`src/rtl/wb_arbiter.sv`:
```
// Write-back arbiter: merges single-cycle ALU results with buffered MDU results
// onto the single register-file write port, with starvation protection for the MDU FIFO.
module wb_arbiter #(
  parameter int DEPTH      = 4,
  parameter int STARVE_MAX = 3
) (
  input  logic                     clk,
  input  logic                     rst,
  input  logic                     alu_valid,
  output logic                     alu_ready,
  input  logic [4:0]               alu_sel,
  input  logic [31:0]              alu_dat,
  input  logic                     mdu_valid,
  output logic                     mdu_ready,
  input  logic [4:0]               mdu_sel,
  input  logic [31:0]              mdu_dat,
  output logic                     WEN,
  output logic [4:0]               wsel,
  output logic [31:0]              wdat,
  output logic [31:0]              pend_mask,
  output logic [$clog2(DEPTH):0]   fifo_count
);

  localparam int AW = $clog2(DEPTH);
  localparam int CW = AW + 1;
  localparam int SW = $clog2(STARVE_MAX + 1);
  localparam logic [SW-1:0] SMAX = SW'(STARVE_MAX);
  localparam logic [CW-1:0] FULL = CW'(DEPTH);

  logic [4:0]    sel_mem [DEPTH];
  logic [31:0]   dat_mem [DEPTH];
  logic [DEPTH-1:0] vld;
  logic [AW-1:0] rd_ptr, wr_ptr;
  logic [CW-1:0] count;
  logic [SW-1:0] starve_cnt;

  logic fifo_empty, fifo_full, force_pop, alu_win, pop, push;

  assign fifo_count = count;
  assign fifo_empty = (count == '0);
  assign fifo_full  = (count == FULL);

  // A starved head overrides the ALU; an ALU x0 result never blocks the head.
  assign force_pop = (starve_cnt == SMAX) && !fifo_empty;
  assign alu_ready = rst || !force_pop;
  assign mdu_ready = !rst && !fifo_full;
  assign alu_win   = !rst && !force_pop && alu_valid && (alu_sel != 5'd0);
  assign pop       = !rst && !fifo_empty && !alu_win;
  assign push      = mdu_valid && mdu_ready && (mdu_sel != 5'd0);

  always_comb begin
    pend_mask = '0;
    for (int i = 0; i < DEPTH; i++)
      if (vld[i]) pend_mask[sel_mem[i]] = 1'b1;
  end

  // Payload storage needs no reset; occupancy is tracked by vld/count.
  always_ff @(posedge clk) begin
    if (push) begin
      sel_mem[wr_ptr] <= mdu_sel;
      dat_mem[wr_ptr] <= mdu_dat;
    end
  end

  always_ff @(posedge clk) begin
    if (rst) begin
      rd_ptr <= '0;
      wr_ptr <= '0;
      count  <= '0;
      vld    <= '0;
    end else begin
      if (push) begin
        vld[wr_ptr] <= 1'b1;
        wr_ptr      <= wr_ptr + 1'b1;
      end
      if (pop) begin
        vld[rd_ptr] <= 1'b0;
        rd_ptr      <= rd_ptr + 1'b1;
      end
      case ({push, pop})
        2'b10:   count <= count + CW'(1);
        2'b01:   count <= count - CW'(1);
        default: count <= count;
      endcase
    end
  end

  always_ff @(posedge clk) begin
    if (rst)
      starve_cnt <= '0;
    else if (fifo_empty || pop)
      starve_cnt <= '0;
    else if (starve_cnt != SMAX)
      starve_cnt <= starve_cnt + 1'b1;
  end

  always_ff @(posedge clk) begin
    if (rst) begin
      WEN  <= 1'b0;
      wsel <= '0;
      wdat <= '0;
    end else if (alu_win) begin
      WEN  <= 1'b1;
      wsel <= alu_sel;
      wdat <= alu_dat;
    end else if (pop) begin
      WEN  <= 1'b1;
      wsel <= sel_mem[rd_ptr];
      wdat <= dat_mem[rd_ptr];
    end else begin
      WEN  <= 1'b0;
    end
  end

endmodule

```
`config.mk`:
```
export PLATFORM = sky130hd
export DESIGN_NAME = wb_arbiter
export DESIGN_NICKNAME = d
export VERILOG_FILES = /design/src/rtl/wb_arbiter.sv
export SDC_FILE = /design/constraint.sdc
export NUM_CORES = 1
export LEC_CHECK = 0
export BUFFER_PORTS_ARGS = -buffer_cell sky130_fd_sc_hd__buf_2
export CORE_MARGIN = 10
export CORE_UTILIZATION = 45
export CTS_BUF_LIST = sky130_fd_sc_hd__clkbuf_4 sky130_fd_sc_hd__clkbuf_8 sky130_fd_sc_hd__clkbuf_16
export DETAILED_ROUTE_END_ITERATION = 10
export PLACE_DENSITY = 0.69
export SETUP_SLACK_MARGIN = 0.05
export SLEW_MARGIN = 10
export SYNTH_ARGS = -nofsm -noshare
export SYNTH_HDL_FRONTEND = slang
export SYNTH_SLANG_ARGS = --single-unit
export TNS_END_PERCENT = 100
```
`constraint.sdc`:
```
create_clock -name clk -period 2.3 [get_ports clk]
set_input_delay 0 -clock clk [delete_from_list [all_inputs] [get_ports clk]]
set_output_delay 0 -clock clk [all_outputs]
set_load 0.05 [all_outputs]
```
# After elaboration in Yosys (flattened, before gate mapping)
# Memories as Yosys holds them, arrays and structs flattened. A register that Yosys moved wholly into a read port is not among the register bits.
# Cells that the tools add are included.
[op_classes]
bitwise_logic = 6
n_eq_ne = 5
magnitude_cmp = 12
reduce_logical = 28
mux = 32
n_addsub = 5
[op_table]
columns = ["cell", "count"]
rows = [
  ["two-way mux 32 bit", 6],
  ["OR 32 bit", 3],
  ["less-than comparator 5 x 6 -> 1 bit (second input constant)", 4],
  ["demux 1 bit (select 5 bit)", 4],
  ["greater-or-equal comparator 5 x 1 -> 1 bit (second input constant)", 4],
  ["logical AND 1 bit", 15],
  ["two-way mux 4 bit", 3],
  ["two-way mux 1 bit", 10],
  ["two-way mux 5 bit", 2],
  ["nonzero test 5 bit", 2],
  ["two-way mux 2 bit", 4],
  ["adder 2 x 1 -> 2 bit (second input constant)", 3],
  ["less-than comparator 2 x 3 -> 1 bit (second input constant)", 2],
  ["one-hot mux 3 bit (2 select lines)", 1],
  ["logical NOT 1 bit", 5],
  ["AND 4 bit", 1],
  ["demux 1 bit (select 2 bit)", 2],
  ["equality test 2 bit (second input constant)", 2],
  ["greater-or-equal comparator 2 x 1 -> 1 bit (second input constant)", 2],
  ["NOT 4 bit", 1],
  ["OR 4 bit", 1],
  ["nonzero test 2 bit", 2],
  ["adder 3 x 1 -> 3 bit (second input constant)", 1],
  ["equality test 3 bit (second input constant)", 1],
  ["other kinds (6)", 7],
]
[totals]
n_memories = 2
ramBits = 148
ff_bits = 51
word_cells = 98
in_bits = 78
output_inout_bits = 75
[memory_table]
columns = ["memory", "depth", "width", "rd", "rd_clocked_by_memory_dff", "write_ports", "line", "text"]
rows = [
  ["dat_mem", 4, 32, 1, 1, 1, "31", "logic [31:0] dat_mem [DEPTH];"],
  ["sel_mem", 4, 5, 5, 1, 1, "30", "logic [4:0] sel_mem [DEPTH];"],
]

# Logic depth before layout (Yosys ltp)
[depth]
ltp_word = 11
mapped_depth = 11

# Worst setup path after synthesis
# Ideal clock, no wire load.
[synth_path]
path_type = "reg2reg"
start = "reg count[0], in the netlist fifo_count[0]"
end = "mem dat_mem[0][0] (enable)"
setup_time_ns = 0.398
required_time_ns = 1.902
path_stages_with_launch = 5
synth_period_minus_slack_ns = 2.797
arrival_time_ns = 2.399
slack_ns = -0.497
cell_sequence = "dfxtp_1 > nor3b_1 > a211oi_1 > clkbuf_1 > and3_1"
[synth_via]
elab_chain_len = 7
[synth_rtl]
columns = ["item", "line", "text"]
rows = [
  ["start: declaration", "34", "logic [CW-1:0] count;"],
  ["start signal: assignment", "81", "2'b10: count <= count + CW'(1);"],
  ["start signal: assignment", "82", "2'b01: count <= count - CW'(1);"],
  ["start signal: assignment", "83", "default: count <= count;"],
  ["equality test 3 bit", "41", "assign fifo_full = (count == FULL);"],
  ["logical NOT 1 bit", "46", "assign mdu_ready = !rst && !fifo_full;"],
  ["logical AND 1 bit", "46", ""],
  ["logical AND 1 bit (2 in a row)", "49", "assign push = mdu_valid && mdu_ready && (mdu_sel != 5'd0);"],
  ["two-way mux 1 bit", "59", "if (push) begin"],
  ["two-way mux 1 bit (not written as such)", "61", "dat_mem[wr_ptr] <= mdu_dat;"],
  ["end: declaration", "31", ""],
]
# No other way between the ends.

# Final worst setup path
[layout_path]
start = "in alu_sel[4]"
end = "reg count[2], in the netlist fifo_count[2]"
[layout_via]
elab_chain_len = 6
elab_cells_between_ends = 8
classes_between = "2 x eq/ne; 1 x mux; 5 x reduce/logical"
[layout_rtl]
columns = ["item", "line", "text"]
rows = [
  ["start: declaration", "11", "input logic [4:0] alu_sel,"],
  ["nonzero test 5 bit (*)", "47", "assign alu_win = !rst && !force_pop && alu_valid && (alu_sel != 5'd0);"],
  ["logical AND 1 bit (*)", "47", ""],
  ["logical NOT 1 bit (*)", "48", "assign pop = !rst && !fifo_empty && !alu_win;"],
  ["logical AND 1 bit (*)", "48", ""],
  ["equality test 2 x 1 -> 1 bit or equality test 2 bit (tied branches)", "80", "case ({push, pop})"],
  ["one-hot mux 3 bit (2 select lines) or nonzero test 2 bit (tied branches)", "n/a", ""],
]
# Every way passes the cells marked *; elsewhere a longest branch is shown, timed or not.
# A chain may end at the register's enable or synchronous reset.

==> flow_summary.toml <==
[hold_path]
min-delay-path-class = "input pin to flop"

[logic_synthesis]
yosys_warnings = 0
synthArstFlopShare = 0
ys.flop_type = "edfxtp_1"
syn-cell-area_sq_um = 9080
syn_nets = 735
synthTopCellsByArea = "edfxtp_1 49%, dfxtp_1 12%, mux4_2 9.2%"
synth_edf_count = 148
synthesis.area_per_instance_sq_um = 14.1
yosysTopAreaCell = "edfxtp_1"
post-synth-top-area-fraction = 0.489
synth_cell_type_count = 44
ff_latch_count_synth = 201
synth_seq_area_share = 0.606
synthMostInstantiatedCell = "edfxtp_1"
post_synth_inst_count = 646
synth_commonest_cells = "148 x edfxtp_1, 53 x dfxtp_1, 52 x nand2_1"

[flow_run]
max_cap_viols = 0

[routing]
ant_nets = 0
drc = 0
postRouteWirelength_mm = 26.1
vias_per_std_cell = 5.78
initialDrtViolationCount = 560
avgRoutedWirePerCell_um = 22.2
num_vias = 6776
detailedRoute.firstPassIterationCount = 5

[worst_setup_path]
crit_buf_inv = 3
worstSetupStartpoint = "alu_sel[4]"
reg2reg_from = "fifo_count[2]$_SDFFE_PP0P_"
crit_chain = "dlygate4sd3_1 > buf_2 > or4_4 > o211ai_4 > and2_4 > ha_4 > inv_2 > fa_2 > xor2_1 > or3_1 > a21oi_2"
worst_setup_path_start_kind = "input pin"
cp_slowest_stage_delay_ns = 0.54
worst-r2r-setup-slack_ns = 0.13
cp_data_arrival_time_ns = 2.62
worst_setup_path_end_kind = "flop"
cp.depth = 11
critical_path.endpoint = "fifo_count[2]$_SDFFE_PP0P_"
critPathKind = "input pin to flop"
reg2regPathDepth = 10
cp_top_family = "simple AND/OR/NAND/NOR gates"
cp_data_required_time_ns = 2.71
regToRegEndpoint = "fifo_count[2]$_SDFFE_PP0P_"
worst-path-max-fanout = 2
critical_path.slowest_cell = "dlygate4sd3_1"

[clocking]
tritoncts_num_sinks = 201
cts_max_path_buffers = 3
cts_tree = "yes"
clkLatencyLatePin_ns = 0.50
cts_inserted_buffers = 20
cts_root_buf = "clkbuf_16"
htree_num_levels = 1
clk_pin_slew_worst_paths_ns = 0.06

[floorplan]
initial_utilization = 0.462
pin_count = 153
die-width_um = 162
die_area_sq_um = 26300
row_count = 51
core-area_sq_um = 19700
dieHeight_um = 162

[final_layout]
ff_latch_area_sq_um = 5510
finish.net_count = 982
area_used_by_multi_input_combinational_logic_sq_um = 3350
fillers = 1537
area_growth_pct = 30.8
share_of_cells_above_drive_strength_1 = 0.388
stdcell_count = 1173

[sta]
post-route-min-period_ns = 2.21
final.period_utilization = 0.961
timing.hold.ws_ns = 0.0637
finalMaxSlewViolations = 0
slew_headroom = 0.573
report.final.setup_viol = 0
grt_setup_unrepaired = "yes"
max_slew.worst_pin.slew_ns = 0.640
setup_tns_ns = 0
clock-skew-final_ns = 0.0239
timing.final.hold_violations = 0
timing.fmax_mhz = 453

[run_status]
outcome = "complete, no violations"

[global_route]
wire_length_of_the_first_global_routing_pass_mm = 40.8
grt_use_total = 0.194
grt_max_degree = 41
initial_antenna_violation_count = 1
overflow = 0
vias_in_the_first_global_route = 7227

[placement]
post-place-cells = 1049
place_congestion = 0.910
numPortBuffers = 152
place_hpwl_mm = 17.6

[power]
power_density_nw_per_um2 = 875
vdd_drop_max_mv = 0.769
power.leakage_nw = 4.32
layer usage:
layer | GRT usage | routed length [um] | vias to the layer above
li1 | - | - | 3044
met3 | 0.0367 | 1800 | 72
met2 | 0.336 | 13000 | 312
met5 | 0 | 0 | -
met1 | 0.233 | 10300 | 3348
met4 | 0.0757 | 953 | 0
stage by stage:
stage | worst slack (ns) | instance area [sq um] | total power [W] | utilization
after floorplan | 0.0110 | 9110 | 0.00623 | -
after global placement | 0.0944 | 10300 | 0.00690 | 0.523
after detailed placement | 0.00548 | 10300 | 0.00696 | 0.523
after CTS | 0.0573 | 11800 | 0.0105 | 0.599
after global routing | 0.0234 | 11900 | 0.0108 | 0.605
final | 0.0902 | 11900 | 0.0104 | 0.605
worst min-delay path by stage:
stage	end	depth (start not counted)	startpoint	slack [ns]
6_report	starve_cnt[0]$_SDFFE_PP0P_	4	alu_valid	0.06
5_1_grt	starve_cnt[0]$_SDFFE_PP0P_	4	alu_valid	0.1
4_1_cts	starve_cnt[0]$_SDFFE_PP0P_	4	alu_valid	0.07
3_5_place_dp	dat_mem[1][1]$_DFFE_PP_	1	mdu_dat[1]	0.22
3_3_place_gp	dat_mem[0][1]$_DFFE_PP_	1	mdu_dat[1]	0.21
2_1_floorplan	dat_mem[0][0]$_DFFE_PP_	0	mdu_dat[0]	0.1
cells in the final DEF (no fill, tap or decap), drive strengths merged, types with 5 or more instances in the layout:
master and count:
and3 9, dlygate4sd3 76, ha 10, nor2 49
clkbuf 27, nand3b 11, edfxtp 148, o211ai 11
o22ai 13, o221ai 15, and3b 8, buf 191
dfxtp 53, a221o 13, clkinv 5, nor3b 10
inv 18, a22oi 14, nand2 52, a211oi 33
nand3 15, a21oi 44, o21ai 5, or3b 8
mux4 37
registers in the layout (all words and copies together) (netlist names), 2 cells and up, named ones only:
| name | flops |
|---|---|
| dat_mem | 128 |
| wdat | 32 |
| sel_mem | 20 |
| wsel | 5 |
| vld | 4 |
| fifo_count | 3 |
| rd_ptr | 2 |
| starve_cnt | 2 |
| wr_ptr | 2 |
what timing repair did:
action	4_1_cts	5_1_grt
resized for setup	4	7
pin swaps	0	3
buffers inserted	0	11
hold endpoints to repair	194	0
endpoints found under the setup margin	6	7
hold buffers	76	0
worst reg2reg max path, cell delays in order (launching register included):
cell,delay (ns)
dfxtp_4,0.37
nor3b_4,0.23
a211oi_1,0.10
and2_1,0.19
inv_1,0.09
ha_4,0.15
inv_2,0.04
fa_2,0.32
xor2_1,0.16
or3_1,0.33
a21oi_2,0.12
power breakdown:
part | leakage [nW] | internal [W] | total (W) | switching [W]
Sequential | 1.78 | 0.00415 | 0.00433 | 0.000187
Clock | 0.348 | 0.00207 | 0.00340 | 0.00132
Combinational | 2.19 | 0.00105 | 0.00267 | 0.00162
Total | 4.32 | 0.00727 | 0.0104 | 0.00312
layout make-up:
cell class                      count  share of cell area
Inverter                           18             0.00569
Multi-Input combinational cell    385               0.282
Clock buffer                       27              0.0505
Antenna cell                        1            0.000211
Timing Repair Buffer              267               0.160
Clock inverter                      9             0.00958
Tap cell                          265              0.0279
Sequential cell                   201               0.464
logic make-up after synthesis:
logic type	share of synthesized area
flip-flops	0.606
AND/OR/NAND/NOR	0.102
AO/OA/AOI/OAI	0.149
buffers and inverters	0.0331
multiplexers	0.0917
adder cells (fa/ha/maj)	0.0160
XOR/XNOR	0.00193
(Power assumes the default switching activity.)
